<file path="src/rtl/cmd_fetch_buffer_if.sv">
// rtl/cmd_fetch_buffer_if.sv - handshake and memory bus bundle for cmd_fetch_buffer
interface cmd_fetch_buffer_if #(
    parameter int CMD_ADDR_WIDTH = 8,
    parameter int MEM_WIDTH      = 32,
    parameter int MEM_TO_CMD     = 4
);
    localparam int CMD_WIDTH      = MEM_WIDTH * MEM_TO_CMD;
    localparam int MEM_ADDR_WIDTH = CMD_ADDR_WIDTH + $clog2(MEM_TO_CMD);

    // Core-side control
    logic                      fetch_en;
    logic                      jump;
    logic [CMD_ADDR_WIDTH-1:0] instr_ptr;

    // Command memory read port
    logic                      mem_ren;
    logic [MEM_ADDR_WIDTH-1:0] mem_addr;
    logic [MEM_WIDTH-1:0]      mem_rdata;

    // Command delivery to the core
    logic [CMD_WIDTH-1:0]      cmd_out;
    logic [CMD_ADDR_WIDTH-1:0] cmd_addr;
    logic                      cmd_valid;
    logic                      cmd_ready;
    logic                      busy;

    // The fetch buffer itself
    modport master (
        input  fetch_en, jump, instr_ptr, mem_rdata, cmd_ready,
        output mem_ren, mem_addr, cmd_out, cmd_addr, cmd_valid, busy
    );

    // The core and command memory around it
    modport slave (
        output fetch_en, jump, instr_ptr, mem_rdata, cmd_ready,
        input  mem_ren, mem_addr, cmd_out, cmd_addr, cmd_valid, busy
    );
endinterface

</file>
<file path="src/rtl/cmd_fetch_buffer.sv">
// rtl/cmd_fetch_buffer.sv - sequential wide-command fetcher with prefetch FIFO and jump flush
module cmd_fetch_buffer #(
    parameter int CMD_ADDR_WIDTH   = 8,
    parameter int MEM_WIDTH        = 32,
    parameter int MEM_TO_CMD       = 4,
    parameter int MEM_READ_LATENCY = 1,
    parameter int FIFO_DEPTH       = 2
) (
    input logic                 clk,
    input logic                 reset_n,
    cmd_fetch_buffer_if.master  bus
);
    localparam int CMD_WIDTH = MEM_WIDTH * MEM_TO_CMD;
    localparam int WIDX_BITS = $clog2(MEM_TO_CMD);
    localparam int WIDX_W    = (WIDX_BITS > 0) ? WIDX_BITS : 1;
    localparam int LAT       = MEM_READ_LATENCY;
    localparam int PTR_W     = (FIFO_DEPTH > 1) ? $clog2(FIFO_DEPTH) : 1;
    localparam int CNT_W     = $clog2(FIFO_DEPTH + 1) + 1;

    localparam logic [WIDX_W-1:0] WIDX_LAST = WIDX_W'(MEM_TO_CMD - 1);
    localparam logic [PTR_W-1:0]  PTR_LAST  = PTR_W'(FIFO_DEPTH - 1);
    localparam logic [CNT_W-1:0]  DEPTH_C   = CNT_W'(FIFO_DEPTH);

    localparam logic [0:0] S_IDLE  = 1'b0;
    localparam logic [0:0] S_ISSUE = 1'b1;

    // Issue side
    logic [0:0]                state_q, state_d;
    logic [CMD_ADDR_WIDTH-1:0] fp_q, fp_d;
    logic [WIDX_W-1:0]         widx_q, widx_d;
    logic [CNT_W-1:0]          pend_q, pend_d;   // commands started but not yet pushed

    // Return side
    logic [LAT-1:0]            rv_q, rv_d;
    logic [WIDX_W-1:0]         ret_idx_q, ret_idx_d;
    logic [CMD_ADDR_WIDTH-1:0] ret_addr_q, ret_addr_d;
    logic [CMD_WIDTH-1:0]      asm_q, asm_d;
    logic [CMD_WIDTH-1:0]      asm_merged;

    // Prefetch FIFO
    logic [CNT_W-1:0]          cnt_q, cnt_d;
    logic [PTR_W-1:0]          rd_ptr_q, rd_ptr_d;
    logic [PTR_W-1:0]          wr_ptr_q, wr_ptr_d;
    logic [CMD_WIDTH-1:0]      fifo_cmd_q  [FIFO_DEPTH];
    logic [CMD_ADDR_WIDTH-1:0] fifo_addr_q [FIFO_DEPTH];

    logic issue;
    logic slot_ok;
    logic start;
    logic push;
    logic pop;
    logic valid;

    assign issue   = (state_q == S_ISSUE);
    assign valid   = (cnt_q != '0);
    assign pop     = valid && bus.cmd_ready;
    // Reserve a FIFO slot per command before its first word is requested, so a push can never overflow.
    assign slot_ok = bus.fetch_en && ((cnt_q + pend_q) < DEPTH_C);

    function automatic logic [PTR_W-1:0] ptr_inc(input logic [PTR_W-1:0] p);
        return (p == PTR_LAST) ? '0 : p + PTR_W'(1);
    endfunction

    // Fetch FSM: walks the words of each command, starting another only while a slot is reserved.
    always_comb begin
        state_d = state_q;
        fp_d    = fp_q;
        widx_d  = widx_q;
        start   = 1'b0;
        case (state_q)
            S_IDLE: begin
                if (slot_ok) begin
                    state_d = S_ISSUE;
                    start   = 1'b1;
                end
            end
            default: begin
                if (widx_q == WIDX_LAST) begin
                    widx_d = '0;
                    fp_d   = fp_q + CMD_ADDR_WIDTH'(1);
                    if (slot_ok) begin
                        start = 1'b1;
                    end else begin
                        state_d = S_IDLE;
                    end
                end else begin
                    widx_d = widx_q + WIDX_W'(1);
                end
            end
        endcase
        pend_d = pend_q + CNT_W'(start) - CNT_W'(push);
        if (bus.jump) begin
            state_d = S_IDLE;
            fp_d    = bus.instr_ptr;
            widx_d  = '0;
            pend_d  = '0;
        end
    end

    // Return path: track read latency, drop each returning word into its slice, push on the last word.
    always_comb begin
        asm_merged = asm_q;
        asm_merged[int'(ret_idx_q) * MEM_WIDTH +: MEM_WIDTH] = bus.mem_rdata;
        rv_d       = rv_q << 1;
        rv_d[0]    = issue;
        ret_idx_d  = ret_idx_q;
        ret_addr_d = ret_addr_q;
        asm_d      = asm_q;
        push       = 1'b0;
        if (rv_q[LAT-1]) begin
            asm_d = asm_merged;
            if (ret_idx_q == WIDX_LAST) begin
                ret_idx_d  = '0;
                ret_addr_d = ret_addr_q + CMD_ADDR_WIDTH'(1);
                push       = 1'b1;
            end else begin
                ret_idx_d = ret_idx_q + WIDX_W'(1);
            end
        end
        if (bus.jump) begin
            rv_d       = '0;
            ret_idx_d  = '0;
            ret_addr_d = bus.instr_ptr;
            asm_d      = '0;
            push       = 1'b0;
        end
    end

    // FIFO bookkeeping; a jump empties it even if the head is being accepted this cycle.
    always_comb begin
        cnt_d    = cnt_q + CNT_W'(push) - CNT_W'(pop);
        rd_ptr_d = pop  ? ptr_inc(rd_ptr_q) : rd_ptr_q;
        wr_ptr_d = push ? ptr_inc(wr_ptr_q) : wr_ptr_q;
        if (bus.jump) begin
            cnt_d    = '0;
            rd_ptr_d = '0;
            wr_ptr_d = '0;
        end
    end

    // State registers, all discarded at once by reset.
    always_ff @(posedge clk or negedge reset_n) begin
        if (!reset_n) begin
            state_q    <= S_IDLE;
            fp_q       <= '0;
            widx_q     <= '0;
            pend_q     <= '0;
            rv_q       <= '0;
            ret_idx_q  <= '0;
            ret_addr_q <= '0;
            asm_q      <= '0;
            cnt_q      <= '0;
            rd_ptr_q   <= '0;
            wr_ptr_q   <= '0;
        end else begin
            state_q    <= state_d;
            fp_q       <= fp_d;
            widx_q     <= widx_d;
            pend_q     <= pend_d;
            rv_q       <= rv_d;
            ret_idx_q  <= ret_idx_d;
            ret_addr_q <= ret_addr_d;
            asm_q      <= asm_d;
            cnt_q      <= cnt_d;
            rd_ptr_q   <= rd_ptr_d;
            wr_ptr_q   <= wr_ptr_d;
        end
    end

    // FIFO storage; contents are only visible through the valid-gated outputs.
    always_ff @(posedge clk) begin
        if (push) begin
            fifo_cmd_q[wr_ptr_q]  <= asm_merged;
            fifo_addr_q[wr_ptr_q] <= ret_addr_q;
        end
    end

    a_no_push_when_full: assert property (@(posedge clk) disable iff (!reset_n)
        push |-> (cnt_q < DEPTH_C));

    generate
        if (MEM_TO_CMD > 1) begin : g_addr_wide
            assign bus.mem_addr = {fp_q, widx_q};
        end else begin : g_addr_narrow
            assign bus.mem_addr = fp_q;
        end
    endgenerate

    assign bus.mem_ren   = issue;
    assign bus.cmd_valid = valid;
    assign bus.cmd_out   = valid ? fifo_cmd_q[rd_ptr_q]  : '0;
    assign bus.cmd_addr  = valid ? fifo_addr_q[rd_ptr_q] : '0;
    assign bus.busy      = issue || (rv_q != '0) || (ret_idx_q != '0);
endmodule

</file>
<file path="src/flat_wrapper.sv">
// flat-port wrapper written by rule: the top's interface ports become plain ports
module cmd_fetch_buffer_flat 
#(
    parameter int CMD_ADDR_WIDTH   = 8,
    parameter int MEM_WIDTH        = 32,
    parameter int MEM_TO_CMD       = 4,
    parameter int MEM_READ_LATENCY = 1,
    parameter int FIFO_DEPTH       = 2
)
  (clk, reset_n, bus_fetch_en, bus_jump, bus_instr_ptr, bus_mem_rdata, bus_cmd_ready, bus_mem_ren, bus_mem_addr, bus_cmd_out, bus_cmd_addr, bus_cmd_valid, bus_busy);
  cmd_fetch_buffer_if #(.CMD_ADDR_WIDTH(CMD_ADDR_WIDTH), .MEM_WIDTH(MEM_WIDTH), .MEM_TO_CMD(MEM_TO_CMD)) bus_i ();
  input logic clk;
  input logic reset_n;
  input wire logic [$bits(bus_i.fetch_en)-1:0] bus_fetch_en;
  input wire logic [$bits(bus_i.jump)-1:0] bus_jump;
  input wire logic [$bits(bus_i.instr_ptr)-1:0] bus_instr_ptr;
  input wire logic [$bits(bus_i.mem_rdata)-1:0] bus_mem_rdata;
  input wire logic [$bits(bus_i.cmd_ready)-1:0] bus_cmd_ready;
  output wire logic [$bits(bus_i.mem_ren)-1:0] bus_mem_ren;
  output wire logic [$bits(bus_i.mem_addr)-1:0] bus_mem_addr;
  output wire logic [$bits(bus_i.cmd_out)-1:0] bus_cmd_out;
  output wire logic [$bits(bus_i.cmd_addr)-1:0] bus_cmd_addr;
  output wire logic [$bits(bus_i.cmd_valid)-1:0] bus_cmd_valid;
  output wire logic [$bits(bus_i.busy)-1:0] bus_busy;
  assign bus_i.fetch_en = bus_fetch_en;
  assign bus_i.jump = bus_jump;
  assign bus_i.instr_ptr = bus_instr_ptr;
  assign bus_i.mem_rdata = bus_mem_rdata;
  assign bus_i.cmd_ready = bus_cmd_ready;
  assign bus_mem_ren = bus_i.mem_ren;
  assign bus_mem_addr = bus_i.mem_addr;
  assign bus_cmd_out = bus_i.cmd_out;
  assign bus_cmd_addr = bus_i.cmd_addr;
  assign bus_cmd_valid = bus_i.cmd_valid;
  assign bus_busy = bus_i.busy;
  cmd_fetch_buffer #(.CMD_ADDR_WIDTH(CMD_ADDR_WIDTH), .MEM_WIDTH(MEM_WIDTH), .MEM_TO_CMD(MEM_TO_CMD), .MEM_READ_LATENCY(MEM_READ_LATENCY), .FIFO_DEPTH(FIFO_DEPTH)) u_core (.clk(clk), .reset_n(reset_n), .bus(bus_i));
endmodule
</file>
<file path="config.mk">
export PLATFORM = sky130hd
export DESIGN_NAME = cmd_fetch_buffer_flat
export DESIGN_NICKNAME = d
export VERILOG_FILES = /design/src/rtl/cmd_fetch_buffer_if.sv /design/src/rtl/cmd_fetch_buffer.sv /design/src/flat_wrapper.sv
export SDC_FILE = /design/constraint.sdc
export NUM_CORES = 1
export LEC_CHECK = 0
export ABC_AREA = 1
export BUFFER_PORTS_ARGS = -buffer_cell sky130_fd_sc_hd__buf_4
export CORE_ASPECT_RATIO = 1.1
export CORE_MARGIN = 1
export CORE_UTILIZATION = 59
export CTS_CLUSTER_SIZE = 30
export DETAILED_ROUTE_END_ITERATION = 6
export PLACE_DENSITY = 0.77
export SLEW_MARGIN = 20
export SYNTH_ARGS = -nofsm -noshare
export SYNTH_HDL_FRONTEND = slang
export SYNTH_SLANG_ARGS = --single-unit
</file>
<file path="constraint.sdc">
create_clock -name clk -period 9.75 [get_ports clk]
set_input_delay 0.4875 -clock clk [delete_from_list [all_inputs] [get_ports clk]]
set_output_delay 0.4875 -clock clk [all_outputs]
set_load 0.01 [all_outputs]
</file>
==> flow_summary.ini, run 1 <==
[sta]
setup-tns-final_ps = 0
final-max-slew-violation-count = 0
report.final.hold_viol_count = 0
layout_min_cycle_time_ps = 4090
setup-violations-final = 0
final.setup_skew_ps = 17.7
tightest_slew_ps = 1130
period_share_pct = 41.9
setup_repair_after_global_routing_missed_its_margin = no
fmaxAchievable_mhz = 245
relSlewSlack_pct = 24.9

[worst_setup_path]
reg2reg_to = u_core.fifo_cmd_q[0][44]$_DFFE_PP_
regToRegStartpoint = u_core.ret_idx_q[0]$_DFFE_PN0P_
reg2reg_slack_ps = 5660
critPathCapture = u_core.fifo_cmd_q[0][44]$_DFFE_PP_
crit_path_class = flop to flop
worst_ep_required_time_ps = 9900
worstPathMaxFanout = 75
worstPathArrival_ps = 4230
end_kind = flop
worst_r2r_path_depth = 8
critical_path.startpoint_type = flop
crit_path_start = u_core.ret_idx_q[0]$_DFFE_PN0P_

[run]
max_cap_violations = 0

[die]
floorplan.die_area_um2 = 34400
die_x_um = 177
initial_utilization_pct = 59.8
placementRows = 70
placeableCoreArea_um2 = 33200
top_level_ports = 194
die-height_um = 194

[yosys]
synth.yosys.warnings = 0
ys_async_sr_fraction_pct = 36.7
syn_area_per_cell_um2 = 9.52
synthCells = 2084
synth-edff-count = 272
netlist-cell-type-count = 35
syn-cell-area_um2 = 19800
seq_area_frac_synth_pct = 61.1
synth-main-ff-cell = edfxtp_1
synth.ff_latch_count = 430
synth_nets = 2144

[finish]
number_of_standard_cells_in_the_layout_taps_in_and_fillers_out = 2690
antenna-diode-count = 0
area_growth_pct = 14.7
final_net_count = 2285
filler_cell_count = 2491
fraction_of_final_layout_cells_sized_beyond_drive_strength_1_pct = 17.1

[global_route]
grt_first_pass_wirelength_um = 76300
grt_antenna_before_repair = 0
grt_pass1_vias = 14000
global_route_total_overflow = 0
grt_use_total_pct = 28.7
grt_start_max_net_pins = 94

[clock_network]
cts-htree-levels = 2
cts_sinks = 430
max-clock-path-buffers = 3
clkLatencyLatePin_ps = 550
cts.repair.resized = 0
post_cts_setup_buffers = 0
clockRootBuffer = clkbuf_16
clk_pin_slew_ps = 60
clock_tree_from_tritoncts = yes
cts_buffers = 42
hold_bufs_at_cts = 0

[min_path]
worst_hold_class = input port to asynchronous set/reset pin

[placed_design]
placed_cells = 2613
place.detailed.hpwl_um = 29900
numPortBuffers = 193
place_congestion = 0.876

[pwr]
power.ir.vdd_worst_uv = 219
power_per_cell_area_nw_per_um2 = 241
total_leakage_power_nw = 10.6
power.total_mw = 5.49

[routing]
vias_per_cell = 5.44
met3_wirelength_um = 3850
detail_route.drc_violations = 0
vias = 14600
maxUsedRoutingLayer = met4
final_antenna_net_count = 0
detailedRoute.firstPassIterationCount = 5
met2_wirelength_um = 23400
count_of_routing_violations_after_the_opening_detailed_route_iteration = 1493
detail_route.wirelength.met1_um = 19800
detail_route.wirelength_um = 48600
route.detailed.wl_per_inst_um = 18.1

[outcome]
status = finished clean
-- cells in the final DEF, fill, tap and decap left out, drive strengths merged --
cell,count
nand2,758
inv,365
edfxtp,272
buf,206
dfrtp,158
o22ai,129
o21ai,114
nor2,106
clkbuf,72
nand3,28
ha,12
a21oi,8
clkinv,5
or2,3
nand3b,3
xor2,3
o21bai,3
o211ai,3
fa,3
xnor2,2
nand4,2
nor3,1
a211oi,1
o21a,1
-- sequential cells by signal (all words and copies together) (netlist names) --
signal and flops:
u_core.rv_q 1, u_core.rd_ptr_q 1, u_core.cnt_q 3, u_core.bus.mem_ren 1, u_core.fifo_addr_q 16, u_core.fifo_cmd_q 256, u_core.ret_addr_q 8, u_core.widx_q 2
u_core.asm_q 128, u_core.wr_ptr_q 1, u_core.pend_q 3, u_core.fp_q 8, u_core.ret_idx_q 2
-- critical path, stage by stage (launching register included) --
cell and delay [ps]:
dfrtp_2 750, ha_1 250, buf_4 360, nand2_1 170, inv_1 90, nand2_1 180
nor2_4 150, buf_4 710, buf_4 970
-- per-stage QoR --
| stage | hold WS [ps] | setup WS [ps] | util, % | cell area, µm² |
|---|---|---|---|---|
| CTS | 72.2 | 5290 | 68.5 | 22700 |
| detailed placement | 509 | 5320 | 64.4 | 21400 |
| global route | 100 | 5390 | 68.6 | 22800 |
| finish | 22.3 | 5660 | 68.6 | 22800 |
| floorplan | 192 | 2530 | - | 19800 |
| global placement | 501 | 5470 | 64.4 | 21400 |
-- per-layer routing --
layer	GRT usage [%]	vias up
met5	0	-
met4	10.8	0
met3	4.64	92
met2	45.8	619
met1	39.8	7091
li1	-	6831
-- worst min path at each step --
stage	slack, ps	end	startpoint	cells past startpoint
floorplan	190	u_core.asm_q[0]$_DFFE_PN0P_	reset_n	0
global placement	500	u_core.widx_q[0]$_DFFE_PN0P_	u_core.widx_q[0]$_DFFE_PN0P_	1
detailed placement	510	u_core.widx_q[0]$_DFFE_PN0P_	u_core.widx_q[0]$_DFFE_PN0P_	1
CTS	70	u_core.asm_q[54]$_DFFE_PN0P_	reset_n	1
global route	100	u_core.asm_q[54]$_DFFE_PN0P_	reset_n	1
finish	20	u_core.asm_q[44]$_DFFE_PN0P_	reset_n	1
-- area by class of cell --
type,instances,area (µm²),share of cell area [%]
Multi-Input combinational cell,1180,5830,25.6
Clock buffer,72,1320,5.79
Timing Repair Buffer,206,1550,6.81
Clock inverter,5,21.3,0.0935
Sequential cell,430,12100,53.3
Tap cell,432,541,2.37
Inverter,365,1380,6.04
-- cells by family (layout without fill, tap and decap cells) --
group,count (synthesis),after routing,share of synthesized area (%)
adders and majority gates,15,15,1.06
DFF,430,430,61.1
buffers and inverters,474,648,9.84
and+or+nand+nor,901,901,17.8
xor gates and xnor gates,5,5,0.221
AOI/OAI and AO/OA,259,259,9.97
-- synthesized netlist by cell type, types with 3 or more instances --
master | number | area share, %
ha_1 | 12 | 0.76
dfrtp_1 | 158 | 20
nand3_1 | 25 | 0.63
buf_1 | 8 | 0.15
buf_6 | 12 | 0.68
inv_2 | 5 | 0.095
nor2_1 | 83 | 1.6
buf_4 | 5 | 0.19
a21oi_1 | 8 | 0.20
nor2_2 | 22 | 0.69
edfxtp_1 | 272 | 41
inv_1 | 359 | 6.8
nand2_1 | 757 | 14
o21ai_1 | 3 | 0.076
o21bai_1 | 3 | 0.11
o22ai_1 | 49 | 1.5
buf_2 | 49 | 1.2
o22ai_2 | 80 | 5.0
or2_2 | 3 | 0.095
nand3b_1 | 3 | 0.11
o211ai_1 | 3 | 0.11
fa_1 | 3 | 0.30
o21ai_0 | 111 | 2.8
clkbuf_1 | 35 | 0.66
xor2_1 | 3 | 0.13
-- where the power goes --
part | total (mW) | internal, mW | switching [mW]
Combinational | 1.85 | 0.660 | 1.19
Clock | 1.58 | 0.915 | 0.660
Sequential | 2.06 | 2.00 | 0.0625
(Power assumes the default switching activity.)
==> run 2: changes to the inputs <==
- ABC_AREA: 1 -> 0
- CORE_UTILIZATION: 59 -> 53
- PLACE_DENSITY: 0.77 -> 0.73
- clock period: 9.75 -> 3.6 ns (I/O delays scaled with it)
==> run 2 against run 1 <==
- register-to-register slack got worse by 4600 ps
- cell count fell by 21%
- design area decreased by 3.4%
- die area rose by 5.0%
- wire length shrank 11%
- utilization shrank 4.8 points
- critical path type is now flop to primary output
- largest cell class unchanged
==> flow_summary.ini, run 2 <==
[worst_setup_path]
cp_slowest_stage_delay_ps = 540
crit_path_start = u_core.rd_ptr_q$_DFFE_PN0P_
worst_path_max_delay_cell = buf_12
reg2reg_slack_ps = 1090
critPathBufInv = 2
crit_path_class = flop to primary output
worstPathMaxFanout = 100
regToRegStartpoint = u_core.ret_idx_q[0]$_DFFE_PN0P_
end_kind = primary output
worst_ep_required_time_ps = 3420
critical_path.startpoint_type = flop
cpLargestDelayFamily = buffers and inverters
worstPathArrival_ps = 2340
critical_path_cell_sequence = buf_12, mux2i_1, nor2_1, buf_4

[outcome]
status = finished clean

[min_path]
worst_hold_class = input port to flop
timing.hold.worst.start = bus_mem_rdata[8]

[routing]
route.detailed.wl_per_inst_um = 20.4
detail_route.drc_violations = 0
detail_route.wirelength_um = 43200
vias_per_cell = 5.89
vias = 12500
count_of_routing_violations_after_the_opening_detailed_route_iteration = 1100
detailedRoute.firstPassIterationCount = 5
final_antenna_net_count = 0

[sta]
fmaxAchievable_mhz = 397
setup_repair_after_global_routing_missed_its_margin = no
fin_ws_ps = 1080
layout_min_cycle_time_ps = 2520
final-max-slew-violation-count = 0
report.final.hold_viol_count = 0
final.setup_skew_ps = 24.5
relSlewSlack_pct = 36.2
tightest_slew_ps = 956
setup-violations-final = 0
period_share_pct = 70.0

[yosys]
syn_area_per_cell_um2 = 12.4
ys_async_sr_fraction_pct = 36.7
synthCells = 1507
seq_area_frac_synth_pct = 64.8
synth-main-ff-cell = edfxtp_1
synth-edff-count = 272
synth.yosys.warnings = 0
synth_top_cell_area_share_pct = 43.6
synth_nets = 1567
synth_area_leader = edfxtp_1
post_synth_main_area_contributors = edfxtp_1, dfrtp_1, mux2i_1
post-synth-top-count-cell = nor2_1
synth.ff_latch_count = 430
netlist-cell-type-count = 38
syn-cell-area_um2 = 18700
netlist_top_cells_count = nor2_1, edfxtp_1, dfrtp_1

[placed_design]
placed_cells = 2012
place_congestion = 0.800
place.detailed.hpwl_um = 25900
numPortBuffers = 193
worst_setup_timing_slack_at_the_placement_stage_ps = 1110

[finish]
number_of_standard_cells_in_the_layout_taps_in_and_fillers_out = 2122
final_net_count = 1710
final_common_cell = nor2_1
reg.largest.list = u_core.fifo_cmd_q: 256 flops, u_core.asm_q: 128 flops, u_core.fifo_addr_q: 16 flops
most_used_cells_in_the_layout_excluding_fill_and_tap_cells = nor2_1, edfxtp_1, buf_4
regMostFlops = u_core.fifo_cmd_q
fraction_of_final_layout_cells_sized_beyond_drive_strength_1_pct = 17.8
area_growth_pct = 17.5
antenna-diode-count = 0
largest_reg_flops = 256

[clock_network]
post_cts_setup_buffers = 0
clk_pin_slew_ps = 60
cts_sinks = 430
cts-htree-levels = 2
clockRootBuffer = clkbuf_16
clock_tree_from_tritoncts = yes
hold_bufs_at_cts = 32
max-clock-path-buffers = 3
cts_buffers = 42
cts.repair.resized = 0
clkLatencyLatePin_ps = 550

[die]
placeableCoreArea_um2 = 34500
placementRows = 71
die-height_um = 199
die_x_um = 181
floorplan.die_area_um2 = 36100
initial_utilization_pct = 54.3
top_level_ports = 194

[pwr]
power.switching_fraction_pct = 31.7
internal_power_mw = 10.0
clock_power_share_pct = 29.9
power.ir.vdd_worst_uv = 790
p_seq_share_pct = 37.7
total_leakage_power_nw = 8.53
p_sw_mw = 4.64
power_per_cell_area_nw_per_um2 = 666
share_comb_of_total_power_pct = 32.4

[global_route]
global_route_total_overflow = 0
grt_use_total_pct = 24.1
grt_start_max_net_pins = 138
grt_pass1_vias = 12200
grt_first_pass_wirelength_um = 67900
grt_antenna_before_repair = 0

[run]
max_cap_violations = 0
## run 2: stage by stage
stage / TNS [ps] / area, µm² / power [mW] / utilization [%] / hold WS [ps]
after floorplan: -145440 / 18700 / 8.45 / - / -116
after global placement: 0 / 20300 / 10.3 / 58.9 / 322
after detailed placement: 0 / 20300 / 10.4 / 58.9 / 338
after CTS: 0 / 22000 / 14.7 / 63.8 / 0.129
after global routing: 0 / 22000 / 15.3 / 63.8 / 22.7
final: 0 / 22000 / 14.6 / 63.8 / 12.8
## run 2: area by class of cell
type	instances	area, µm²
clock buffer	59	1210
clock inverter	19	173
fill	2649	12500
inverter	81	304
multi-input combinational	846	5580
sequential	430	12100
tap	438	548
timing repair buffer	249	2050
## run 2: final timing paths
| check | to | depth (start not counted) |
|---|---|---|
| worst max-delay path | bus_cmd_out[96] | 4 |
| worst min-delay path | u_core.asm_q[72]$_DFFE_PN0P_ | 3 |
| worst max register to register | u_core.fifo_cmd_q[0][65]$_DFFE_PP_ | 6 |
| worst min register to register | u_core.fifo_addr_q[0][7]$_DFFE_PP_ | 0 |
| max in group asynchronous | u_core.asm_q[93]$_DFFE_PN0P_ | 3 |
| min in group asynchronous | u_core.asm_q[112]$_DFFE_PN0P_ | 2 |
## run 2: cells by family after synthesis
family	synth area share, %
fa+ha+maj	1.12
xor+xnor	0.595
compound gates	11.5
mux	7.79
simple gates	8.53
flops	64.8
buf+inv	5.68
## run 2: power by group through the flow
stage | sequential, mW | combinational (mW) | clock [mW]
after floorplan | 5.58 | 2.87 | 0
after global placement | 5.61 | 4.68 | 0
after detailed placement | 5.62 | 4.74 | 0
after CTS | 5.52 | 4.79 | 4.44
after global routing | 5.54 | 5.12 | 4.62
final | 5.52 | 4.74 | 4.38
## run 2: per-layer routing
| metal | routed length [µm] | GRT usage (%) |
|---|---|---|
| met3 | 3240 | 4.79 |
| met2 | 20800 | 39.5 |
| met5 | 0 | 0 |
| met1 | 18200 | 32.8 |
| met4 | 952 | 7.41 |
## run 2: worst reg2reg max path, stage by stage, from the launching register on
cell	delay, ps
dfrtp_1	500
inv_1	160
ha_1	430
and3b_1	190
buf_4	350
and2_4	490
a22o_1	230
==> run 3: changes to the inputs <==
- ABC_AREA: 0 -> 1
- CORE_UTILIZATION: 53 -> 59
- PLACE_DENSITY: 0.73 -> 0.77
- clock period: 3.6 -> 2.5 ns (I/O delays scaled with it)
==> run 3 against run 2 <==
- clock power is 33% higher
- cell count increased by 28%
- via count rose by 18%
- clock skew down 11 ps
- critical endpoint is now bus_cmd_out[52]
==> flow_summary.ini, run 3 (same netlist as run 1, synthesis figures left out) <==
[routing]
met3_wirelength_um = 3760
detail_route.wirelength_um = 48700
vias = 14700
count_of_routing_violations_after_the_opening_detailed_route_iteration = 1499
detail_route.drc_violations = 0
detailedRoute.firstPassIterationCount = 6
route.detailed.wl_per_inst_um = 17.9
maxUsedRoutingLayer = met4
vias_per_cell = 5.41
final_antenna_net_count = 0
met2_wirelength_um = 23400
detail_route.wirelength.met1_um = 19700

[placed_design]
place.detailed.hpwl_um = 31500
placed_cells = 2635
numPortBuffers = 193
place_congestion = 0.833
detailed_place.area_um2 = 21800

[worst_setup_path]
crit_path_class = flop to primary output
worst_ep_required_time_ps = 2380
reg2reg_slack_ps = 190
worst_r2r_path_depth = 10
worstPathArrival_ps = 2270
critical_path.startpoint_type = flop
regToRegStartpoint = u_core.cnt_q[1]$_DFF_PN0_
reg2reg_to = u_core.pend_q[2]$_DFF_PN0_
worstPathMaxFanout = 49
end_kind = primary output

[finish]
most_used_cells_in_the_layout_excluding_fill_and_tap_cells = nand2_1, inv_1, edfxtp_1
final_net_count = 2320
reg.largest.list = u_core.fifo_cmd_q: 256 flops, u_core.asm_q: 128 flops, u_core.fifo_addr_q: 16 flops
fraction_of_final_layout_cells_sized_beyond_drive_strength_1_pct = 18.0
regMostFlops = u_core.fifo_cmd_q
number_of_standard_cells_in_the_layout_taps_in_and_fillers_out = 2725
antenna-diode-count = 0
final_design_area_no_fill_um2 = 23200
largest_reg_flops = 256
final_common_cell = nand2_1
area_growth_pct = 16.9

[min_path]
min_to = u_core.fifo_cmd_q[0][23]$_DFFE_PP_
worst_hold_class = input port to flop
timing.hold.worst.start = bus_mem_rdata[23]
holdPathStages = 3

[sta]
tightest_slew_ps = 771
report.final.hold_viol_count = 0
final.setup_skew_ps = 13.1
setup-violations-final = 0
fmaxAchievable_mhz = 418
final-max-slew-violation-count = 0
relSlewSlack_pct = 48.6
period_share_pct = 95.7
setup-tns-final_ps = 0
layout_min_cycle_time_ps = 2390
setup_repair_after_global_routing_missed_its_margin = no
whs_ps = 28.4

[outcome]
status = finished clean

[clock_network]
cts-htree-levels = 2
cts_sinks = 430
clkLatencyLatePin_ps = 540
clock_tree_from_tritoncts = yes
cts_buffers = 43
max-clock-path-buffers = 3
clockRootBuffer = clkbuf_16
clk_pin_slew_ps = 60

[die]
die-height_um = 194
die_x_um = 177
top_level_ports = 194
initial_utilization_pct = 59.8
floorplan.die_area_um2 = 34400
placementRows = 70
placeableCoreArea_um2 = 33200

[global_route]
grt_use_total_pct = 28.9
grt_antenna_before_repair = 0
global_route_total_overflow = 0
grt_pass1_vias = 14300
grt_start_max_net_pins = 138
grt_first_pass_wirelength_um = 76700

[pwr]
power.total_mw = 21.2
power.ir.vdd_worst_uv = 1230
total_leakage_power_nw = 10.9
power_per_cell_area_nw_per_um2 = 915

[run]
max_cap_violations = 0
run 3: routing by layer:
| metal | vias to the layer above | track usage (%) |
|---|---|---|
| met3 | 120 | 5.03 |
| met2 | 608 | 46.3 |
| li1 | 6905 | - |
| met5 | - | 0 |
| met4 | 0 | 11.7 |
| met1 | 7115 | 39.5 |
run 3: critical path, cell delays in order, from the launching register on:
cell	delay, ps
dfrtp_4	610
buf_4	550
nand2_1	100
nand2_1	120
nand2_1	70
inv_1	100
buf_4	120
run 3: metrics by stage:
stage	setup WS, ps	util (%)
after CTS	86.1	69.8
after global placement	235	65.7
after global routing	6.51	69.8
after detailed placement	158	65.7
final	108	69.8
after floorplan	-803	-
run 3: final cells by class:
| cell class | instances | area (µm²) |
|---|---|---|
| Fill cell | 2377 | 10000 |
| Multi-Input combinational cell | 1180 | 5820 |
| Clock buffer | 63 | 1170 |
| Sequential cell | 430 | 12100 |
| Inverter | 365 | 1380 |
| Tap cell | 432 | 541 |
| Clock inverter | 15 | 86.3 |
| Timing Repair Buffer | 240 | 2060 |
run 3: how the worst max path moves through the flow:
stage                                    startpoint                                 end  slack (ps)  depth (start not counted)
finish                  u_core.rd_ptr_q$_DFFE_PN0P_                     bus_cmd_out[52]         110                          6
global placement          u_core.cnt_q[1]$_DFF_PN0_          u_core.pend_q[2]$_DFF_PN0_         240                         10
detailed placement        u_core.cnt_q[1]$_DFF_PN0_          u_core.pend_q[2]$_DFF_PN0_         160                         10
CTS                     u_core.rd_ptr_q$_DFFE_PN0P_                     bus_cmd_out[33]          90                          7
global route            u_core.rd_ptr_q$_DFFE_PN0P_                     bus_cmd_out[52]           7                          6
floorplan           u_core.ret_idx_q[0]$_DFFE_PN0P_  u_core.fifo_addr_q[0][0]$_DFFE_PP_        -800                          6
run 3: power by group:
group          internal [mW]  total, mW  switching (mW)
clock                   3.26       5.84            2.58
combinational           2.74       7.40            4.65
sequential              7.81       7.99           0.175
run 3: what timing repair did:
action                                 in CTS  in global routing
buffers inserted                            0                  0
setup endpoints to repair                   0                 16
endpoints found under the hold margin      91                  0
hold buffers                               12                  0
gates resized for setup                     0                  3
